File: src/rtl/lcd_pkg.sv
// Shared constants, state type and helpers for the HD44780-style LCD front end.
package lcd_pkg;

  localparam logic [7:0] LCD_CMD_SET_CGRAM = 8'h40;
  localparam logic [7:0] LCD_CMD_SET_DDRAM = 8'h80;

  // Font ROM rows carry 5 pixel bits in [4:0].
  localparam int ROW_BITS = 5;

  typedef enum logic [2:0] {
    IDLE,
    SETUP,
    PULSE,
    EXEC,
    DONE
  } lcd_state_t;

  function automatic int max3(input int a, input int b, input int c);
    int m;
    m = a;
    if (b > m) m = b;
    if (c > m) m = c;
    return m;
  endfunction

endpackage

File: src/rtl/lcd_write_strobe.sv
// One LCD bus write: latches RS/DB on an accepted request, then runs SETUP/PULSE/EXEC
// timing on EN. Back-to-back requests are accepted in the last EXEC cycle with no gap.
module lcd_write_strobe
  import lcd_pkg::*;
#(
  parameter int SETUP_CYC = 2,
  parameter int PULSE_CYC = 12,
  parameter int EXEC_CYC  = 2000
) (
  input  logic       clk,
  input  logic       rst,
  input  logic       i_req,
  input  logic       i_rs,
  input  logic [7:0] i_db,
  output logic       o_ack,
  output logic       o_pulse_end,
  output logic       o_wr_end,
  output logic       o_rs,
  output logic       o_en,
  output logic [7:0] o_db
);

  localparam int CNT_MAX = max3(SETUP_CYC, PULSE_CYC, EXEC_CYC);
  localparam int CNT_W   = $clog2(CNT_MAX + 1);

  localparam logic [CNT_W-1:0] SETUP_LAST = CNT_W'(SETUP_CYC - 1);
  localparam logic [CNT_W-1:0] PULSE_LAST = CNT_W'(PULSE_CYC - 1);
  localparam logic [CNT_W-1:0] EXEC_LAST  = CNT_W'(EXEC_CYC - 1);

  lcd_state_t       r_state;
  lcd_state_t       w_state_nxt;
  logic [CNT_W-1:0] r_cnt;
  logic [CNT_W-1:0] w_cnt_nxt;
  logic             r_rs;
  logic             r_en;
  logic [7:0]       r_db;
  logic             w_ack;
  logic             w_pulse_end;
  logic             w_wr_end;

  always_comb begin
    w_state_nxt = r_state;
    w_cnt_nxt   = r_cnt + CNT_W'(1);
    w_ack       = 1'b0;
    w_pulse_end = (r_state == PULSE) && (r_cnt == PULSE_LAST);
    w_wr_end    = (r_state == EXEC) && (r_cnt == EXEC_LAST);

    case (r_state)
      SETUP: begin
        if (r_cnt == SETUP_LAST) begin
          w_state_nxt = PULSE;
          w_cnt_nxt   = '0;
        end
      end
      PULSE: begin
        if (w_pulse_end) begin
          w_state_nxt = EXEC;
          w_cnt_nxt   = '0;
        end
      end
      EXEC: begin
        if (w_wr_end) begin
          w_state_nxt = IDLE;
          w_cnt_nxt   = '0;
        end
      end
      default: begin
        w_state_nxt = IDLE;
        w_cnt_nxt   = '0;
      end
    endcase

    // A new write may start from idle or overlap the final EXEC cycle.
    if (i_req && ((r_state == IDLE) || w_wr_end)) begin
      w_ack       = 1'b1;
      w_state_nxt = SETUP;
      w_cnt_nxt   = '0;
    end
  end

  always_ff @(posedge clk) begin
    if (rst) begin
      r_state <= IDLE;
      r_cnt   <= '0;
      r_en    <= 1'b0;
      r_rs    <= 1'b0;
      r_db    <= 8'h00;
    end else begin
      r_state <= w_state_nxt;
      r_cnt   <= w_cnt_nxt;
      r_en    <= (w_state_nxt == PULSE);
      if (w_ack) begin
        r_rs <= i_rs;
        r_db <= i_db;
      end
    end
  end

  assign o_ack       = w_ack;
  assign o_pulse_end = w_pulse_end;
  assign o_wr_end    = w_wr_end;
  assign o_rs        = r_rs;
  assign o_en        = r_en;
  assign o_db        = r_db;

endmodule

File: src/rtl/lcd_cgram_loader.sv
// Loads 8*NUM_GLYPHS font ROM rows into LCD CGRAM after a Set-CGRAM-address-0 command.
// Optional macro CGLOAD_DDRAM_HOME_EN appends a Set-DDRAM-address-0 command before done.
module lcd_cgram_loader
  import lcd_pkg::*;
#(
  parameter int NUM_GLYPHS = 8,
  parameter int SETUP_CYC  = 2,
  parameter int PULSE_CYC  = 12,
  parameter int EXEC_CYC   = 2000
) (
  input  logic       clk,
  input  logic       rst,
  input  logic       start,
  output logic [5:0] rom_addr,
  input  logic [7:0] rom_data,
  output logic       lcd_rs,
  output logic       lcd_rw,
  output logic       lcd_en,
  output logic [7:0] lcd_db,
  output logic       busy,
  output logic       done
);

  localparam int DATA_WRITES = 8 * NUM_GLYPHS;
`ifdef CGLOAD_DDRAM_HOME_EN
  localparam int TOTAL_WRITES = DATA_WRITES + 2;
`else
  localparam int TOTAL_WRITES = DATA_WRITES + 1;
`endif
  localparam int WCNT_W = $clog2(TOTAL_WRITES + 1);

  localparam logic [WCNT_W-1:0] WR_TOTAL = WCNT_W'(TOTAL_WRITES);
`ifdef CGLOAD_DDRAM_HOME_EN
  localparam logic [WCNT_W-1:0] WR_HOME  = WCNT_W'(TOTAL_WRITES - 1);
`endif

  logic [WCNT_W-1:0] r_wr_cnt;
  logic [5:0]        r_rom_addr;
  logic              r_busy;
  logic              r_done;
  logic              w_start_acc;
  logic              w_req;
  logic              w_rs;
  logic [7:0]        w_db;
  logic              w_ack;
  logic              w_pulse_end;
  logic              w_wr_end;
  logic              w_strobe_rs;
  logic              w_rom_unused;

  assign w_start_acc  = start && !r_busy;
  assign w_rom_unused = ^rom_data[7:ROW_BITS];

  // r_wr_cnt counts writes already handed to the strobe; it selects what to offer next.
  always_comb begin
    w_req = 1'b0;
    w_rs  = 1'b0;
    w_db  = 8'h00;
    if (w_start_acc) begin
      w_req = 1'b1;
      w_db  = LCD_CMD_SET_CGRAM;
    end else if (r_busy && (r_wr_cnt < WR_TOTAL)) begin
      w_req = 1'b1;
      w_rs  = 1'b1;
      w_db  = 8'(rom_data[ROW_BITS-1:0]);
`ifdef CGLOAD_DDRAM_HOME_EN
      if (r_wr_cnt == WR_HOME) begin
        w_rs = 1'b0;
        w_db = LCD_CMD_SET_DDRAM;
      end
`endif
    end
  end

  lcd_write_strobe #(
    .SETUP_CYC(SETUP_CYC),
    .PULSE_CYC(PULSE_CYC),
    .EXEC_CYC (EXEC_CYC)
  ) u_strobe (
    .clk        (clk),
    .rst        (rst),
    .i_req      (w_req),
    .i_rs       (w_rs),
    .i_db       (w_db),
    .o_ack      (w_ack),
    .o_pulse_end(w_pulse_end),
    .o_wr_end   (w_wr_end),
    .o_rs       (w_strobe_rs),
    .o_en       (lcd_en),
    .o_db       (lcd_db)
  );

  always_ff @(posedge clk) begin
    if (rst) begin
      r_busy     <= 1'b0;
      r_done     <= 1'b0;
      r_wr_cnt   <= '0;
      r_rom_addr <= 6'd0;
    end else if (w_start_acc) begin
      r_busy     <= 1'b1;
      r_done     <= 1'b0;
      r_wr_cnt   <= WCNT_W'(1);
      r_rom_addr <= 6'd0;
    end else if (r_busy) begin
      if (w_ack) r_wr_cnt <= r_wr_cnt + WCNT_W'(1);
      // Advancing at end of PULSE gives the ROM the whole EXEC phase to settle.
      if (w_pulse_end && w_strobe_rs) r_rom_addr <= r_rom_addr + 6'd1;
      if (w_wr_end && (r_wr_cnt == WR_TOTAL)) begin
        r_busy <= 1'b0;
        r_done <= 1'b1;
      end
    end
  end

  assign rom_addr = r_rom_addr;
  assign lcd_rs   = w_strobe_rs;
  assign lcd_rw   = 1'b0;
  assign busy     = r_busy;
  assign done     = r_done;

endmodule

File: config.mk
export PLATFORM = sky130hd
export DESIGN_NAME = lcd_cgram_loader
export DESIGN_NICKNAME = d
export VERILOG_FILES = /design/src/rtl/lcd_pkg.sv /design/src/rtl/lcd_write_strobe.sv /design/src/rtl/lcd_cgram_loader.sv
export SDC_FILE = /design/constraint.sdc
export NUM_CORES = 1
export LEC_CHECK = 0
export BUFFER_PORTS_ARGS = -buffer_cell sky130_fd_sc_hd__buf_2
export CORE_UTILIZATION = 35
export DETAILED_ROUTE_END_ITERATION = 12
export PLACE_DENSITY_LB_ADDON = 0.08
export SLEW_MARGIN = 20
export SYNTH_ARGS = -nofsm -noshare
export SYNTH_HDL_FRONTEND = slang
export SYNTH_SLANG_ARGS = --single-unit
File: constraint.sdc
create_clock -name clk -period 2.95 [get_ports clk]
set_clock_uncertainty 0.2 [all_clocks]
set_input_delay 0.295 -clock clk [delete_from_list [all_inputs] [get_ports clk]]
set_output_delay 0.295 -clock clk [all_outputs]
set_load 0.1 [all_outputs]
# Word-level counts from Yosys, hierarchy flattened
# Cells that the tools add are included.
# word_totals
regBits,39
# op_classes
add_sub_neg,3
n_lt_le_gt_ge,1
eq_ne,8
muxes,21
n_reduce_logical,18
# ops
cell,count
$mux W11,3
$pmux W11 S3,1
$mux W3,4
$add A11 B1 Y11 const B,1
$eq A11 B1 Y1 const B,1
$eq A11 B11 Y1 const B,1
$eq A11 B4 Y1 const B,1
$mux W1,10
$eq A3 B2 Y1 const B,3
$pmux W3 S3,1
$reduce_and A2 Y1,4
$add A7 B1 Y7 const B,1
$eq A7 B7 Y1 const B,1
$logic_and A1 B1 Y1,7
$lt A7 B7 Y1 const B,1
$mux W7,1
$add A6 B1 Y6 const B,1
$mux W5,1
$reduce_bool A2 Y1,2
$reduce_or A2 Y1,2
$eq A3 B1 Y1 const B,1
$logic_not A3 Y1,1
$logic_not A1 Y1,1
$logic_or A1 B1 Y1,1

# Logic depth before layout (Yosys ltp)
# depth
ltp_word,9
depth_mapped,9
mapped_depth_nobuf,7

# Cells and area by module
# From an unflattened synthesis, not the netlist that was laid out.
# unflattened
hier_cells,213
area_unflattened_um2,2011.9
# modules_own_cells
module,n_inst,cells_per_inst,area_per_inst_um2
lcd_write_strobe,1,127,1261.2
lcd_cgram_loader,1,86,750.7

# Worst setup path after synthesis
# No wires, ideal clock.
# synth_timing
path_kind,register -> register
startpoint,register r_busy (netlist: busy)
endpoint,register u_strobe.r_cnt[10]
arrival_ns,2.625
path_slack_ns,0.007
stages_incl_launch_ff,8
path_cell_list,dfxtp_1 > or4b_2 > a2bb2oi_1 > a21o_1 > buf_2 > o211ai_1 > buf_2 > nor2_1
# synth_between
elab_chain_len,5
# synth_rtl
item,line_no,source
from (decl),lcd_cgram_loader.sv:39,logic r_busy;
from (signal assigned),lcd_cgram_loader.sv:95,r_busy <= 1'b0;
from (signal assigned),lcd_cgram_loader.sv:100,r_busy <= 1'b1;
from (signal assigned),lcd_cgram_loader.sv:109,r_busy <= 1'b0;
$logic_and A1 B1 Y1 / $logic_not A1 Y1 (equally long branches),"lcd_cgram_loader.sv:62, lcd_cgram_loader.sv:51",
$mux W1 / $logic_and A1 B1 Y1 (equally long branches),"lcd_cgram_loader.sv:62, lcd_cgram_loader.sv:51",
$mux W1 *,lcd_cgram_loader.sv:59,if (w_start_acc) begin
$logic_and A1 B1 Y1 *,lcd_write_strobe.sv:74,if (i_req && ((r_state == IDLE) || w_wr_end)) begin
$reduce_or A2 Y1 (no line) *,--,
to (signal assigned),lcd_write_strobe.sv:90,r_cnt <= w_cnt_nxt;
to (decl),lcd_write_strobe.sv:32,logic [CNT_W-1:0] r_cnt;
# Every way passes the cells marked *; elsewhere a longest branch is shown, timed or not.
# A chain may end at the register's enable or synchronous reset.

# Worst setup path in the final report
# layout_timing
startpoint,register u_strobe.r_cnt[0]
endpoint,register u_strobe.r_cnt[4]
# layout_between
elab_chain_len,5
# layout_rtl
item
"parallel branches: the longest is 5 deep, another holds $add A11 B1 Y11"
# Parallel ways; which one is timed is not known.

==> flow_summary.json <==
{
  "status": "complete, no violations",
  "avgSynthCellArea_sq_um": 8.957,
  "min_period_ps": 2624,
  "multi_input_area_sq_um": 894.6,
  "max_stage_delay_ps": 570,
  "timing.setup.tns_ps": 0,
  "cp_data_required_time_ps": 2900,
  "grt_pass1_wl_microns": 5892,
  "clockPowerShare_pct": 37.4,
  "drc": 0,
  "viasPerCell": 5.132,
  "arrival_ps": 2570,
  "synth_top_area_share_pct": 43.75,
  "critPathLaunchType": "flip-flop",
  "register_area_sq_um": 740.7,
  "synthDistinctLibCells": 44,
  "ant_nets": 0,
  "cts_root_buf": "clkbuf_8",
  "setup_slack_ps": 326.3,
  "dp_cells": 258,
  "worstPathMaxFanout": 11,
  "drtIter0Drc": 49,
  "worstSkewPairLatency_ps": 290,
  "cts_tree": "done",
  "start_util_pct": 37.58,
  "fin_cells": 266,
  "cts_htree_levels": 2,
  "maxSlewHeadroom_pct": 41.21,
  "ys_async_sr_fraction_pct": 0,
  "p_sw_uw": 293.7,
  "finalSetupViolCount": 0,
  "synthToLayoutAreaGrowth_pct": 14.34,
  "synth.yosys.seq_area_share_pct": 43.75,
  "top_level_ports": 30,
  "routed_wl_microns": 3371,
  "fp-row-count": 24,
  "hold_buffers": 0,
  "worstMarginPinSlew_ps": 878.0,
  "io_buffers": 23,
  "slew_violations": 0,
  "ys_ff_latch": 37,
  "via_count": 1365,
  "critPathCaptureType": "flip-flop",
  "cp_cell_sequence": "ha_1 > nand3_1 > o41a_1 > a21o_1 > o211ai_1 > nor2_1",
  "yosysTopAreaCell": "dfxtp_1",
  "p_int_uw": 748.4,
  "swShare_pct": 28.18,
  "path_clk_slew_ps": 70,
  "core_area_sq_um": 4504,
  "grt_max_degree": 14,
  "antenna_found_initial": 0,
  "grt_overflow": 0,
  "dieArea_sq_um": 5119,
  "utilization_pct": 42.97,
  "first_global_vias": 1320,
  "synthCells": 189,
  "place_congestion": 0.8105,
  "cp_num_buf_inv": 0,
  "cts.sinks": 37,
  "synth-edff-count": 0,
  "synth-main-ff-cell": "dfxtp_1",
  "pwr-share-comb_pct": 12.5,
  "cts_made_buffers": 5,
  "place_ws_ps": 280.2,
  "crit_family": "compound AO/OA/AOI/OAI gates",
  "rsz0062_at_grt": "false",
  "avgRoutedWirePerCell_microns": 12.67,
  "grtUsageTotal_pct": 14.80,
  "num_antenna_cells": 0,
  "fin_crit_sh_pct": 88.94,
  "yosys_warnings": 0,
  "crit_type": "flip-flop to flip-flop",
  "hold_violations": 0,
  "netlist_area_sq_um": 1693,
  "yosys-top-cells-count": "dfxtp_1 (37), nor2_1 (34), xnor2_1 (13)",
  "dr.pass1.iters": 4,
  "drive_above_1_share_pct": 17.29,
  "p_leak_uw": 0.0007668,
  "die_h_microns": 71.55,
  "fp.dieW_microns": 71.55,
  "maxCapViolCount": 0,
  "hold_class": "input port to flip-flop",
  "ys_top_cells_by_area": "dfxtp_1 (44%), nor2_1 (7.5%), xnor2_1 (6.7%)",
  "seqPwrFrac_pct": 50.2,
  "postCtsResizedCells": 0,
  "cp_slowest_cell": "o41a_1",
  "clk_path_buf_depth": 2,
  "vdd_drop_max_mv": 0.2924,
  "p_per_area_nw_per_um2": 538.4,
  "nNetsFinal": 229,
  "max_freq_mhz": 381.1,
  "cts_setup_buffers": 0,
  "yosysMostFrequentCell": "dfxtp_1",
  "dpl.hpwl_microns": 2405,
  "fill_cells": 468
}
-- cells in the final DEF (no fill, tap or decap), drive strengths merged, types with 2 or more instances in the layout --
master / synthesis / routed
clkbuf: 2 / 7
nor4: 2 / 2
nand2b: 4 / 4
a2bb2oi: 2 / 2
xnor2: 13 / 13
nand4: 2 / 2
conb: 1 / 4
nor2: 36 / 36
buf: 7 / 23
xor2: 5 / 5
inv: 5 / 5
nor3: 10 / 10
ha: 5 / 5
a211oi: 2 / 2
or4: 3 / 3
nand2: 3 / 3
nand3b: 2 / 2
or3: 2 / 2
nand3: 9 / 9
nand4b: 2 / 2
a22oi: 5 / 5
and3: 5 / 5
dfxtp: 37 / 37
o21ai: 2 / 2
nor2b: 3 / 3
a21oi: 5 / 5
-- state kept, by name, summed over array words and instances, names as in the netlist --
register and flops:
busy 1, done 1, r_wr_cnt 7, rom_addr 6, u_strobe.o_db 6, u_strobe.o_en 1
u_strobe.o_rs 1, u_strobe.r_cnt 11, u_strobe.r_state 3
-- power by group through the flow --
stage               logic [uW]  clock network (uW)  registers, uW
CTS                        131                 399            523
global route               138                 426            525
global placement           128                   0            534
finish                     130                 389            523
detailed placement         131                   0            534
floorplan                 63.7                   0            582
-- layout make-up --
type	instances	share of cell area [%]
sequential	37	38.27
inverter	5	0.9696
clock inverter	1	0.2586
multi-input combinational	141	46.22
tap	52	3.361
clock buffer	7	4.977
timing repair buffer	23	5.947
-- through the flow --
stage | hold WS [ps] | area, sq um | power, uW
global placement | 261.6 | 1834 | 662.3
global route | 57.16 | 1936 | 1089
floorplan | 241.1 | 1704 | 645.4
CTS | 35.33 | 1936 | 1053
detailed placement | 263.6 | 1834 | 665.2
finish | 41.22 | 1936 | 1042
-- cells by family after synthesis --
group	share of synthesized area, %
AND/OR/NAND/NOR	28.68
flip-flops	43.75
AO/OA/AOI/OAI	10.27
XOR/XNOR	9.313
buffers and inverters	4.065
adder cells (fa/ha/maj)	3.695
other	0.2215
-- tightest hold or removal path: stages --
cell	delay, ps
buf_2	70
a22oi_1	50
nor2_1	70
-- layer usage --
layer	GRT usage (%)	vias up	part of all wire (%)
li1	-	702	-
met1	19.16	626	49
met2	22.96	30	45
met3	3.797	7	3.9
met4	7.407	0	1.9
met5	0	-	0
-- path summary, 6_finish.rpt --
| path | from | end | slack [ps] | cells past startpoint |
|---|---|---|---|---|
| worst min-delay path | rom_data[3] | u_strobe.o_db[3] | 40 | 3 |
| worst max register to register | u_strobe.r_cnt[0] | u_strobe.r_cnt[4] | 330 | 6 |
| worst min register to register | u_strobe.o_db[6] | u_strobe.o_db[6] | 270 | 2 |
| worst max-delay path | u_strobe.r_cnt[0] | u_strobe.r_cnt[4] | 330 | 6 |
(Power assumes the default switching activity.)
